--- src/rtl/regfile_mp.sv ---
// Multi-read-port register file with optional zero register, write bypass and busy scoreboard.
// Latency: one cycle from rd_i to out_o/busy_out_o; writes and busy updates take effect at the next edge.
// Backpressure: none; read results hold while rd_i is low, and every request is accepted on each edge.
module regfile_mp #(
    parameter int XLEN     = 32,
    parameter int AW       = 5,
    parameter int NRD      = 2,
    parameter int ZERO_REG = 1,
    parameter int BYPASS   = 1
) (
    input  logic                clk_i,
    input  logic                rst_i,
    input  logic                wr_i,
    input  logic [AW-1:0]       selwr_i,
    input  logic [XLEN-1:0]     in_i,
    input  logic                rd_i,
    input  logic [NRD*AW-1:0]   selrd_i,
    output logic [NRD*XLEN-1:0] out_o,
    input  logic                busy_set_i,
    input  logic [AW-1:0]       busy_sel_i,
    output logic [NRD-1:0]      busy_out_o
);

    localparam int NREG = 2 ** AW;

    // Architectural state: flat flop array plus one pending-write bit per register.
    logic [XLEN-1:0]     rfile_q [NREG];
    logic [NREG-1:0]     busy_q;
    logic [NREG-1:0]     busy_d;

    // Registered read results.
    logic [NRD*XLEN-1:0] out_q;
    logic [NRD*XLEN-1:0] out_d;
    logic [NRD-1:0]      busy_out_q;
    logic [NRD-1:0]      busy_out_d;

    // Qualified requests: register 0 swallows writes and busy marks when hardwired.
    logic                wr_eff;
    logic                set_eff;

    // Suppress writes / busy marks aimed at the hardwired zero register.
    always_comb begin
        wr_eff  = wr_i;
        set_eff = busy_set_i;
        if (ZERO_REG != 0) begin
            if (selwr_i == '0) begin
                wr_eff = 1'b0;
            end
            if (busy_sel_i == '0) begin
                set_eff = 1'b0;
            end
        end
    end

    // Scoreboard next state: a write retires its producer, a new issue re-marks it;
    // issue is applied last so it wins when both hit the same register on one edge.
    always_comb begin
        busy_d = busy_q;
        if (wr_eff) begin
            busy_d[selwr_i] = 1'b0;
        end
        if (set_eff) begin
            busy_d[busy_sel_i] = 1'b1;
        end
    end

    // Read-port selection: zero register, optional forwarding of this edge's write, else stored value.
    always_comb begin
        logic [AW-1:0] rsel;
        rsel       = '0;
        out_d      = out_q;
        busy_out_d = busy_out_q;
        if (rd_i) begin
            for (int k = 0; k < NRD; k++) begin
                rsel = selrd_i[k*AW +: AW];
                if ((ZERO_REG != 0) && (rsel == '0)) begin
                    out_d[k*XLEN +: XLEN] = '0;
                    busy_out_d[k]         = 1'b0;
                end else begin
                    if ((BYPASS != 0) && wr_eff && (selwr_i == rsel)) begin
                        out_d[k*XLEN +: XLEN] = in_i;
                    end else begin
                        out_d[k*XLEN +: XLEN] = rfile_q[rsel];
                    end
                    // Bypass reports the scoreboard as it will be after this edge.
                    if (BYPASS != 0) begin
                        busy_out_d[k] = busy_d[rsel];
                    end else begin
                        busy_out_d[k] = busy_q[rsel];
                    end
                end
            end
        end
    end

    // Register array: reset loads each register with its own index (reg 0 = 0).
    always_ff @(posedge clk_i or posedge rst_i) begin
        if (rst_i) begin
            for (int i = 0; i < NREG; i++) begin
                rfile_q[i] <= XLEN'(i);
            end
        end else if (wr_eff) begin
            rfile_q[selwr_i] <= in_i;
        end
    end

    // Scoreboard and read-result registers.
    always_ff @(posedge clk_i or posedge rst_i) begin
        if (rst_i) begin
            busy_q     <= '0;
            out_q      <= '0;
            busy_out_q <= '0;
        end else begin
            busy_q     <= busy_d;
            out_q      <= out_d;
            busy_out_q <= busy_out_d;
        end
    end

    assign out_o      = out_q;
    assign busy_out_o = busy_out_q;

endmodule

--- config.mk ---
export PLATFORM = sky130hd
export DESIGN_NAME = regfile_mp
export DESIGN_NICKNAME = d
export VERILOG_FILES = /design/src/rtl/regfile_mp.sv
export SDC_FILE = /design/constraint.sdc
export NUM_CORES = 2
export LEC_CHECK = 0
export ABC_CLOCK_PERIOD_IN_PS = 50600
export BUFFER_PORTS_ARGS = -buffer_cell sky130_fd_sc_hd__buf_2
export CORE_MARGIN = 2
export CORE_UTILIZATION = 59
export DETAILED_ROUTE_END_ITERATION = 10
export PLACE_DENSITY = 0.83
export SLEW_MARGIN = 20
export SYNTH_ARGS = -nofsm -noshare
export SYNTH_HDL_FRONTEND = slang
export SYNTH_SLANG_ARGS = --single-unit
--- constraint.sdc ---
create_clock -name clk_i -period 50.6 [get_ports clk_i]
set_clock_uncertainty 0.05 [all_clocks]
set_input_delay 10.12 -clock clk_i [delete_from_list [all_inputs] [get_ports clk_i]]
set_output_delay 10.12 -clock clk_i [all_outputs]
set_load 0.1 [all_outputs]
==> out/results.ini <==
[floorplan]
die-width_um=322.6
initial_core_util_pct=59.65
io_pins=123
fp.dieH_um=322.6
die_area_mm2=0.1041
core_area_mm2=0.1004
rows=116

[worst_hold_path]
hp-start=rfile_q[1012]$_DFFE_PP0P_
hp-class=flip-flop to flip-flop

[clock_network]
cts_max_level=3
cts_hold_buf=0
cts-resized-gates=0
numCtsBuffers=113
cts-root-buf=clkbuf_16
clkLatencyLatePin_ns=0.72
cts_buffer_depth=3
postCtsSetupRepairBufs=0
cts_tree=done
clock-sinks=1122
clkTransAtPathRegs_ns=0.06

[power]
internal-power_w=0.001906
seqPwrFrac_pct=44.9
p_leak_nw=28.10
clkPwrFrac_pct=32.7
p_sw_w=0.0007893
p_sw_share_pct=29.29
powerDensity_mw_per_mm2=41.42
combPwrFrac_pct=22.4
irDropWorstVdd_mv=0.03205

[timing]
min_period_ns=14.01
grt_setup_unrepaired=false
worst_pin_slew_ns=1.281
hold_viol_final=0
fmax_ghz=0.07139
tns_ns=0
fin_crit_sh_pct=27.68
drv_slew=0
finalSetupViolCount=0
slew_headroom_pct=14.60

[yosys]
syn_nets=4300
syn_inst=4243
synthAdderAreaFrac_pct=0
synth_seq_cells=1122
synth-compound-area-share_pct=5.973
yosys.area_share.simple_pct=2.834
synth.area.mux_share_pct=40.16
synth-async-reset-ratio_pct=100.0
synthFlopType=dfrtp_1
synth-seq-area-share_pct=47.04
synth-xor-area-share_pct=0.1462
syn_area_mm2=0.05991
synth.area.top_cells=dfrtp_1 44%, mux2_2 20%, mux4_2 17%
yosys_warnings=0
synth_top_family_by_area=multiplexers
synth_cell_types=66
yosys.area.top_type=dfrtp_1
yosys.area.top_type_share_pct=43.53
avgSynthCellArea_um2=14.12
synth_edf_count=0

[worst_setup_path]
arrival_ns=14.49
critPathLaunch=selrd_i[1]
cp.required_ns=51.09
crit_path_max_fanout=83
timing.rr.start=rfile_q[763]$_DFFE_PP0P_
endpoint_kind=flip-flop
start_kind=input port
worst-setup-path-type=input port to flip-flop

[placed_design]
place.port_buffers=122
hpwl_mm=94.85
gp_congestion=0.8681

[global_routing]
grt_pass1_vias=42140
grt_max_degree=177
track_usage_pct=35.44
grt_pass1_wl_mm=272.8
grt.overflow.total=0
antenna_found_initial=8

[run]
max_cap_viol_count=0

[drt]
wl_per_cell_um=32.84
routed_wl_mm=182.1
dr.pass1.iters=6
num_vias=41100
drtIter0Drc=5591
drc_errors=0
via_per_inst=7.411
postRouteAntennaNets=0

[cells_and_area]
drive_gt1_share_pct=48.50
final_common_cell=mux2_2
antennaDiodeCount=0
mostFrequentLayoutCells=1046 x mux2_2, 1042 x dfrtp_1, 455 x mux4_2
fin_util_pct=64.78
nNetsFinal=4152
syn_to_final_growth_pct=8.615

[run_status]
status=completed

==> metrics by stage <==
stage          setup WS (ns)  area (um^2)  hold slack [ns]  total power (W)  instances
3_5_place_dp           36.14        61150           0.3383         0.001809       5336
2_1_floorplan          8.967        59910           0.3977         0.001662       4243
5_1_grt                36.56        65070           0.3616         0.002790       5545
6_report               36.59        65070           0.3570         0.002695       5545
4_1_cts                36.84        65040           0.3539         0.002686       5544
3_3_place_gp           36.23        61140           0.3343         0.001774       5336
==> state kept, by name (all words and copies together) (netlist names) <==
signal,flops
rfile_q,1024
out_o,64
busy_q,32
busy_out_o,2
==> power groups by stage <==
stage	clock network, W	logic (W)	registers (W)
after CTS	0.000885	0.000598	0.00120
after global routing	0.000926	0.000636	0.00123
after floorplan	0	0.000417	0.00125
after detailed placement	0	0.000594	0.00122
final	0.000881	0.000603	0.00121
after global placement	0	0.000575	0.00120
==> cells by family (layout without fill, tap and decap cells) <==
| family | count (synthesis) | count (layout) |
|---|---|---|
| multiplexers | 1704 | 1704 |
| flip-flops | 1122 | 1122 |
| buffers and inverters | 550 | 495 |
| AO/OA/AOI/OAI | 515 | 515 |
| AND/OR/NAND/NOR | 342 | 342 |
| XOR/XNOR | 10 | 10 |
==> synthesized netlist by cell type, types with 6 or more instances <==
cell type	instances
nand3_1	20
a211oi_1	53
inv_1	83
mux2i_1	203
buf_6	8
or2_0	10
a21oi_1	81
a221oi_1	67
dfrtp_1	1042
nand2_1	45
a22oi_1	66
dfstp_2	80
o21ai_1	8
mux4_2	455
or2_2	7
clkbuf_1	257
nor3_1	7
nor2b_1	6
o32ai_1	65
xnor2_1	10
buf_1	109
buf_2	65
buf_4	27
o2111ai_1	11
and2_1	55
nor2_1	151
o21ai_0	115
a22o_1	7
mux2_2	1046
==> routing by layer <==
layer  vias up  share of wire (%)  global-route usage [%]
li1      15910                  -                       -
met1     21610                 37                   48.65
met2      2860                 45                   51.65
met3       708                 13                   10.65
met4         8                5.5                   17.97
met5         -              0.031                       0
==> area by class of cell <==
class | count | area, um^2
multi-input combinational | 2571 | 29610
clock buffer | 160 | 3289
tap | 1357 | 1698
clock inverter | 48 | 601.8
fill | 7048 | 35370
timing repair buffer | 203 | 1361
inverter | 84 | 325.3
sequential | 1122 | 28180
==> worst max-delay path: stages <==
cell      delay, ns
buf_8          0.58
buf_12         0.55
buf_4          0.78
nand2b_2       0.92
o21ai_0        0.45
a21oi_1        0.10
a22oi_1        0.22
o21ai_0        0.19
a211oi_1       0.32
o32ai_1        0.13
==> worst paths after layout <==
kind / to / slack, ns / depth (start not counted)
max in group asynchronous: out_o[7]$_DFFE_PP0P_ / 38.26 / 5
max reg2reg: out_o[59]$_DFFE_PP0P_ / 48.05 / 5
min: rfile_q[1012]$_DFFE_PP0P_ / 0.36 / 0
max: out_o[5]$_DFFE_PP0P_ / 36.59 / 10
min reg2reg: rfile_q[1012]$_DFFE_PP0P_ / 0.36 / 0
min in group asynchronous: rfile_q[115]$_DFFE_PP0P_ / 9.55 / 2
No activity file was read; power rests on OpenSTA's default activity.
